`src/rtl/hazard_ctrl.sv`:
```
// hazard_ctrl: pipeline hazard controller for the 5-stage SAD datapath.
// Handles three cases:
//   - load-use stalls, which insert a one-cycle bubble;
//   - taken-branch flushes of IF/ID and ID/EX;
//   - front-end holds while a multi-cycle SAD op occupies EX.
// It drives the PC and pipeline register enables and flushes.
//
// Optional build macro: HAZARD_PERF_CNT_EN adds saturating performance counters.
//
// Parameters:
//   MC_LAT          cycles a multi-cycle op occupies EX (2..16)
// Ports:
//   Clk, Rst        clock, synchronous active-high reset
//   IF_ID_Rs/Rt     source fields of the instruction in ID
//   ID_UsesRt       ID instruction reads Rt
//   ID_EX_MemRead   EX instruction is a load
//   ID_EX_Rt        load destination in EX
//   EX_BranchTaken  branch in EX resolved taken
//   EX_MC_Start     multi-cycle op entered EX this cycle
//   PCWrite, IF_ID_Write, ID_EX_Write               load enables
//   IF_ID_Flush, ID_EX_Flush, EX_MEM_Bubble         flush/bubble controls
//   Stall           front end held this cycle
//   StallCycles, FlushCount (HAZARD_PERF_CNT_EN only) event counters
module hazard_ctrl #(
  parameter int unsigned MC_LAT = 4
) (
  input  logic       Clk,
  input  logic       Rst,
  input  logic [4:0] IF_ID_Rs,
  input  logic [4:0] IF_ID_Rt,
  input  logic       ID_UsesRt,
  input  logic       ID_EX_MemRead,
  input  logic [4:0] ID_EX_Rt,
  input  logic       EX_BranchTaken,
  input  logic       EX_MC_Start,
  output logic       PCWrite,
  output logic       IF_ID_Write,
  output logic       ID_EX_Write,
  output logic       IF_ID_Flush,
  output logic       ID_EX_Flush,
  output logic       EX_MEM_Bubble,
  output logic       Stall
`ifdef HAZARD_PERF_CNT_EN
  ,
  output logic [31:0] StallCycles,
  output logic [31:0] FlushCount
`endif
);

  localparam int unsigned CNT_W = 4;
  localparam logic [CNT_W-1:0] MC_LOAD = CNT_W'(MC_LAT - 2);

  typedef enum logic [1:0] {RUN, LU_STALL, MC_BUSY} state_t;

  state_t           state, state_nxt;
  logic [CNT_W-1:0] cnt, cnt_nxt;
  logic             lu;

  // Load in EX writes a register the ID instruction is about to read.
  assign lu = ID_EX_MemRead && (ID_EX_Rt != 5'd0) &&
              ((ID_EX_Rt == IF_ID_Rs) || (ID_UsesRt && (ID_EX_Rt == IF_ID_Rt)));

  // State register.
  always_ff @(posedge Clk) begin
    if (Rst) begin
      state <= RUN;
      cnt   <= '0;
    end else begin
      state <= state_nxt;
      cnt   <= cnt_nxt;
    end
  end

  // Next state and combinational pipeline controls.
  always_comb begin
    state_nxt     = state;
    cnt_nxt       = cnt;
    PCWrite       = 1'b1;
    IF_ID_Write   = 1'b1;
    ID_EX_Write   = 1'b1;
    IF_ID_Flush   = 1'b0;
    ID_EX_Flush   = 1'b0;
    EX_MEM_Bubble = 1'b0;
    Stall         = 1'b0;

    if (Rst) begin
      // Hold everything and push NOPs through while in reset.
      PCWrite       = 1'b0;
      IF_ID_Write   = 1'b0;
      ID_EX_Write   = 1'b0;
      IF_ID_Flush   = 1'b1;
      ID_EX_Flush   = 1'b1;
      EX_MEM_Bubble = 1'b1;
      state_nxt     = RUN;
      cnt_nxt       = '0;
    end else begin
      unique case (state)
        RUN: begin
          if (EX_BranchTaken) begin
            IF_ID_Flush = 1'b1;
            ID_EX_Flush = 1'b1;
          end else if (EX_MC_Start) begin
            PCWrite       = 1'b0;
            IF_ID_Write   = 1'b0;
            ID_EX_Write   = 1'b0;
            EX_MEM_Bubble = 1'b1;
            Stall         = 1'b1;
            cnt_nxt       = MC_LOAD;
            state_nxt     = MC_BUSY;
          end else if (lu) begin
            PCWrite     = 1'b0;
            IF_ID_Write = 1'b0;
            ID_EX_Flush = 1'b1;
            Stall       = 1'b1;
            state_nxt   = LU_STALL;
          end
        end
        // Bubble sits in EX; nothing in EX can raise a hazard this cycle.
        LU_STALL: state_nxt = RUN;
        MC_BUSY: begin
          if (cnt != '0) begin
            PCWrite       = 1'b0;
            IF_ID_Write   = 1'b0;
            ID_EX_Write   = 1'b0;
            EX_MEM_Bubble = 1'b1;
            Stall         = 1'b1;
            cnt_nxt       = cnt - CNT_W'(1);
          end else begin
            state_nxt = RUN;
          end
        end
        default: state_nxt = RUN;
      endcase
    end
  end

`ifdef HAZARD_PERF_CNT_EN
  // Saturating stall-cycle and flush counters.
  always_ff @(posedge Clk) begin
    if (Rst) begin
      StallCycles <= '0;
      FlushCount  <= '0;
    end else begin
      if (Stall && (StallCycles != '1)) StallCycles <= StallCycles + 32'd1;
      if (IF_ID_Flush && (FlushCount != '1)) FlushCount <= FlushCount + 32'd1;
    end
  end
`endif

endmodule
```
`config.mk`:
```
export PLATFORM = sky130hd
export DESIGN_NAME = hazard_ctrl
export DESIGN_NICKNAME = d
export VERILOG_FILES = /design/src/rtl/hazard_ctrl.sv
export SDC_FILE = /design/constraint.sdc
export NUM_CORES = 1
export LEC_CHECK = 0
export CAP_MARGIN = 25
export CORE_MARGIN = 2
export CORE_UTILIZATION = 37
export DETAILED_ROUTE_END_ITERATION = 8
export GPL_ROUTABILITY_DRIVEN = 0
export MAX_ROUTING_LAYER = met4
export PLACE_DENSITY = 0.77
export SKIP_CTS_REPAIR_TIMING = 1
export SYNTH_ARGS = -nofsm -noshare
export SYNTH_HDL_FRONTEND = slang
export SYNTH_SLANG_ARGS = --single-unit
```
`constraint.sdc`:
```
create_clock -name Clk -period 3.25 [get_ports Clk]
set_clock_uncertainty 0.05 [all_clocks]
set_input_delay 0.975 -clock Clk [delete_from_list [all_inputs] [get_ports Clk]]
set_output_delay 0.975 -clock Clk [all_outputs]
set_load 0.1 [all_outputs]
```
==> flow_summary.ini <==
[timing]
hold_ws_ns = 0.458
worst_slew_pin_slew_ns = 0.349
worst_slack_ns = -0.0245
post-route-min-period_ns = 3.27
rsz0062_at_grt = yes
fmaxAchievable_mhz = 305
finalSetupViolations = 4
drv_slew = 0
slew_headroom_pct = 76.6
min_period_over_period_pct = 101
hold_viol_final = 0

[clock_network]
cts-htree-levels = 1
clock_latency_ns = 0.26
cts_root_buf = clkbuf_4
numCtsBuffers = 3
cts.sinks = 6
cts_tree = yes
clockBufferDepth = 2
clk_pin_slew_ns = 0.05

[drt]
wl_mm = 1.65
routedWlPerCell_um = 14.7
drc_errors = 0
drtIter0Drc = 7
ant_nets = 0
vias_per_cell = 5.49
via_count = 615
dr.pass1.iters = 4

[setup_path]
worstPathCellList = buf_8 > or4_4 > o21ai_2 > or3_1 > o21bai_2 > buf_12
path_max_fanout = 3
cpMaxStageDelayCell = or4_4
critPathLaunch = ID_EX_Rt[2]
max_stage_delay_ns = 0.54
cp-end-kind = output port
critPathTopFamily = simple AND/OR/NAND/NOR gates
crit_buf_inv = 2
start_kind = input port
cp.required_ns = 2.22
timing.rr.start = cnt[0]$_SDFFE_PP0P_
worst_ep_arrival_time_ns = 2.25
criticalPathCategory = input port to output port

[job]
max-cap-violations = 0

[pwr]
p_int_uw = 216
clockPowerShare_pct = 19.4
pwr-share-seq_pct = 22.9
p_sw_share_pct = 42.6
comb_power_share_pct = 57.7
p_switching_uw = 160
powerDensity_nw_per_um2 = 350
p_leak_uw = 0.000524
vdd_drop_max_mv = 0.194

[logic_synthesis]
ys_ff_latch = 6
synth-main-ff-cell = dfxtp_1
ys_seq_area_share_pct = 23.1
netlist-cell-type-count = 30
synthArstFlopShare_pct = 0
synth_top_area_cell = dfxtp_1
synthCells = 61
synth_warnings = 0
synth_area_leaders = dfxtp_1 23%, xor2_1 15%, ha_1 4.8%
synth.avg_cell_area_um2 = 8.53
synth_top_area_share_pct = 23.1
synth_edf_count = 0
syn_area_um2 = 520
synthesis.nets = 84

[global_routing]
antenna_found_initial = 0
grt_start_max_net_pins = 7
grt_pass1_vias = 584
grt_pass1_wl_mm = 2.31
gr-total-overflow = 0
track_usage_pct = 17.9

[final_layout]
drive_gt1_share_pct = 47.4
fillers = 77
final_common_cell = dlymetal6s2s_1
multi_input_area_um2 = 488
diodes = 0
post-route-util_pct = 82.5
final_cell_mix = 11 x dlymetal6s2s_1, 7 x buf_12, 7 x buf_4
layout.nets = 122
syn2layout_area_growth_pct = 106
seq_area_um2 = 121

[placed_design]
io_buffers = 27
place_ws_ns = -0.484
dp.final_hpwl_mm = 1.22

[die]
ios = 28
dieArea_um2 = 1720
die_y_um = 41.5
fp.coreArea_um2 = 1300
start_util_pct = 40.0
rows = 13
die_w_um = 41.5

[status]
violations = negative setup slack
status = finished, violations left

[min_path]
min_from = cnt[2]$_SDFFE_PP0P_
hp-class = register to register
[registers in the layout, summed over array words and instances, names as in the netlist]
name	flops
cnt	4
state	2
[per-layer routing]
layer  vias up  share of wire (%)  global-route usage, %
met5         -                  0                      -
met4         0                2.2                   11.6
met3         5                6.1                   3.04
met2        27                 57                   30.6
met1       292                 34                   18.7
li1        291                  -                      -
[path summary, 6_finish.rpt]
path | cells after the start | endpoint | slack [ns]
min reg2reg | 2 | cnt[2]$_SDFFE_PP0P_ | 0.46
min | 2 | cnt[2]$_SDFFE_PP0P_ | 0.46
max reg2reg | 6 | cnt[3]$_SDFFE_PP0P_ | 1.66
max | 6 | Stall | -0.02
[final cells by class]
class / instances / area share, %
well taps: 15 / 1.75
multi-input cells: 50 / 45.5
inverters: 4 / 1.40
flip-flops and latches: 6 / 11.3
repair buffers: 34 / 38.0
clock buffers: 3 / 2.10
[tightest hold or removal path, cell delays in order, from the launching register on]
cell and delay, ns:
dfxtp_1 0.33, o21ai_0 0.08, a21oi_1 0.06
[power groups by stage]
stage	clock network (uW)	registers, uW	logic (uW)
2_1_floorplan	0	85.6	121
3_3_place_gp	0	86.6	200
3_5_place_dp	0	86.9	204
4_1_cts	71.7	85.5	205
5_1_grt	75.3	86.9	228
6_report	73.1	85.9	217
[logic make-up (layout without fill, tap and decap cells)]
logic type	after synthesis	in the layout	synth area share (%)
buffers and inverters	5	41	4.33
xor gates and xnor gates	10	10	16.8
and+or+nand+nor	21	21	26.9
AOI/OAI and AO/OA	17	17	24.0
DFF	6	6	23.1
adders and majority gates	2	2	4.81
[through the flow]
step	cells	TNS, ns	cell area (um2)	total power [uW]
detailed placement	109	-1.87	947	291
global placement	109	-1.67	947	286
finish	112	-0.0420	1070	376
CTS	112	-1.89	970	362
floorplan	61	-0.916	551	207
global route	112	-0.176	1070	390
[synthesized netlist by cell type (2+ instances only)]
| library cell | instances |
|---|---|
| inv_1 | 4 |
| nor3_1 | 2 |
| a21oi_1 | 4 |
| o21bai_1 | 2 |
| or3_1 | 4 |
| dfxtp_1 | 6 |
| or4_1 | 2 |
| nor2_1 | 5 |
| ha_1 | 2 |
| xor2_1 | 9 |
| o21ai_0 | 2 |
Note: power is estimated with default switching activity, not from simulation.
==> RTL change: new RTL, same flow settings <==
`CNT_W`: 4 -> 5.
--- a/src/rtl/hazard_ctrl.sv
+++ b/src/rtl/hazard_ctrl.sv
@@ -47,7 +47,7 @@
 `endif
 );
 
-  localparam int unsigned CNT_W = 4;
+  localparam int unsigned CNT_W = 5;
   localparam logic [CNT_W-1:0] MC_LOAD = CNT_W'(MC_LAT - 2);
 
   typedef enum logic [1:0] {RUN, LU_STALL, MC_BUSY} state_t;
Behaviour: same outputs for any inputs over 10 cycles, from zero or initial values and one cycle with Rst high; that may be too few to reach the edited logic, so the function may still have changed.
==> RTL change against the original RTL <==
The flow still finishes with violations (setup timing); cell area increased by 10%; setup slack got worse by 81 ps; total power increased by 13%; sequential cell count increased by 1; sequential share of layout area increased by 0.51 points; area after synthesis increased by 8.9%; routed wire length increased by 15%; critical path depth unchanged; hold slack got worse by 12 ps.
==> RTL change: results (changes against the original RTL) <==
metric	value	unit	change
synthCells	66		+8.2%
pg_seq	0.000104	W	+21%
timing.rr.end	cnt[4]		
dr.pass1.iters	4		unchanged
drtIter0Drc	2		-5
fillerInstances	89		+16%
slowest_stage	o41a_4		
async_reset_ff_share	0	%	unchanged
cp.arrival	2330	ps	+80 ps
slew_headroom	61.19	%	-15 points
reg_top3	cnt x5, state x2		
reg2reg_setup_slack	1420	ps	-240 ps
ys_types	30		unchanged
antenna_found_initial	0		unchanged
clock_latency	250	ps	
crit_start	IF_ID_Rt[2]		
synthMuxAreaShare	2.649	%	+2.6 points
nNetsFinal	132		+8.2%
antenna_cells	0		unchanged
portBuffers	27		unchanged
finalWorstSetupSlack	-105.3	ps	-80.83 ps
vias_per_cell	5.323		-3.1%
dp_hpwl	1.380	mm	+13%
track_usage	19.91	%	+2.0 points
synth_fp_nets	89		+6.0%
clkTransAtPathRegs	50	ps	about the same
synth_compound_area_share	22.30	%	-1.7 points
routed_wl	1.897	mm	+15%
power.internal	0.0002491	W	+15%
drive_above_1_share	46.30	%	-1.1 points
ys_top_cells_by_area	dfxtp_1 (25%), xor2_1 (14%), or4_1 (5.3%)		
grt_start_max_net_pins	12		+5
status	finished with violations		
grt_pass1_vias	641		+9.8%
netlist_top_cells_count	xor2_1 (9), dfxtp_1 (7), nor2_1 (6), inv_1 (5), or4_1 (4)		
hold_viol_final	0		unchanged
min_path_type	flop to flop		
placed_cells_incl_taps	118		+8.3%
critical_path.max_stage_delay	420	ps	-120 ps
synthAdderAreaFrac	4.415	%	-0.39 points
pre_cts_ws	-630.6	ps	-146.5 ps
design_power_total	0.0004256	W	+13%
p_clk	0.0000762	W	+4.2%
ir_drop	241.9	µV	+24%
critPathMaxFanout	3		unchanged
grt_pass1_wl	2.691	mm	+16%
seq_area_frac_synth	24.72	%	+1.6 points
cts-root-buf	clkbuf_4		
power.leakage	0.6008	nW	+15%
finalSetupViolCount	4		unchanged
endpoint	IF_ID_Write		
regToRegStartpoint	cnt[0]		
violations	setup timing		
ys_warn_count	0		unchanged
wl_per_cell	15.30	µm	+4.0%
ys.flop_type	dfxtp_1		
synth_xor_area_share	15.45	%	-1.4 points
cts_buffers	3		unchanged
h-tree-depth	1		unchanged
critical-path-top-delay-family	compound AO/OA/AOI/OAI gates		
==> RTL change: cell count changes in the layout (fill, tap and decap cells not counted), sizes merged, moves of 2 or more <==
cell and change:
a21o -2, o21ai -2, dlymetal6s2s +2, or4 +2, o31ai +2, buf +7
clkbuf -2, a21boi +2
==> RTL change: per-layer routing <==
metal	vias up	track usage, %	routed length, µm
li1	327	-	-
met1	302	19.74	668
met2	27	36.72	1112
met3	4	3.830	91
met4	0	9.091	25
met5	-	-	0
==> RTL change: area by class of cell <==
type | instances | area, µm² | area share, %
multi-input combinational | 52 | 510.5 | 43.04
timing repair buffer | 40 | 469.2 | 39.56
sequential | 7 | 140.1 | 11.81
clock buffer | 3 | 22.52 | 1.899
tap | 16 | 20.02 | 1.688
inverter | 5 | 18.77 | 1.582
clock inverter | 1 | 5.005 | 0.4219
==> RTL change: worst min-delay path by stage <==
stage / cells past startpoint / startpoint / end / slack [ps]
detailed placement: 1 / cnt[1] / cnt[1] / 440
global placement: 1 / cnt[1] / cnt[1] / 430
floorplan: 1 / cnt[0] / cnt[0] / 400
finish: 1 / cnt[1] / cnt[1] / 450
CTS: 1 / cnt[1] / cnt[1] / 450
global route: 1 / cnt[0] / cnt[0] / 480
==> RTL change: metrics by stage <==
stage          utilization (%)  TNS, ps  area [µm²]
3_5_place_dp             71.00    -2332        1045
3_3_place_gp             71.00    -2128        1045
2_1_floorplan                -    -2124       620.6
6_report                 80.61   -320.9        1186
4_1_cts                  72.87    -2343        1072
5_1_grt                  80.61   -512.7        1186
==> RTL change: kinds of logic after synthesis <==
logic type      count (synthesis)
mux                             1
compound gates                 17
xor+xnor                       10
flops                           7
simple gates                   22
buf+inv                         7
fa+ha+maj                       2
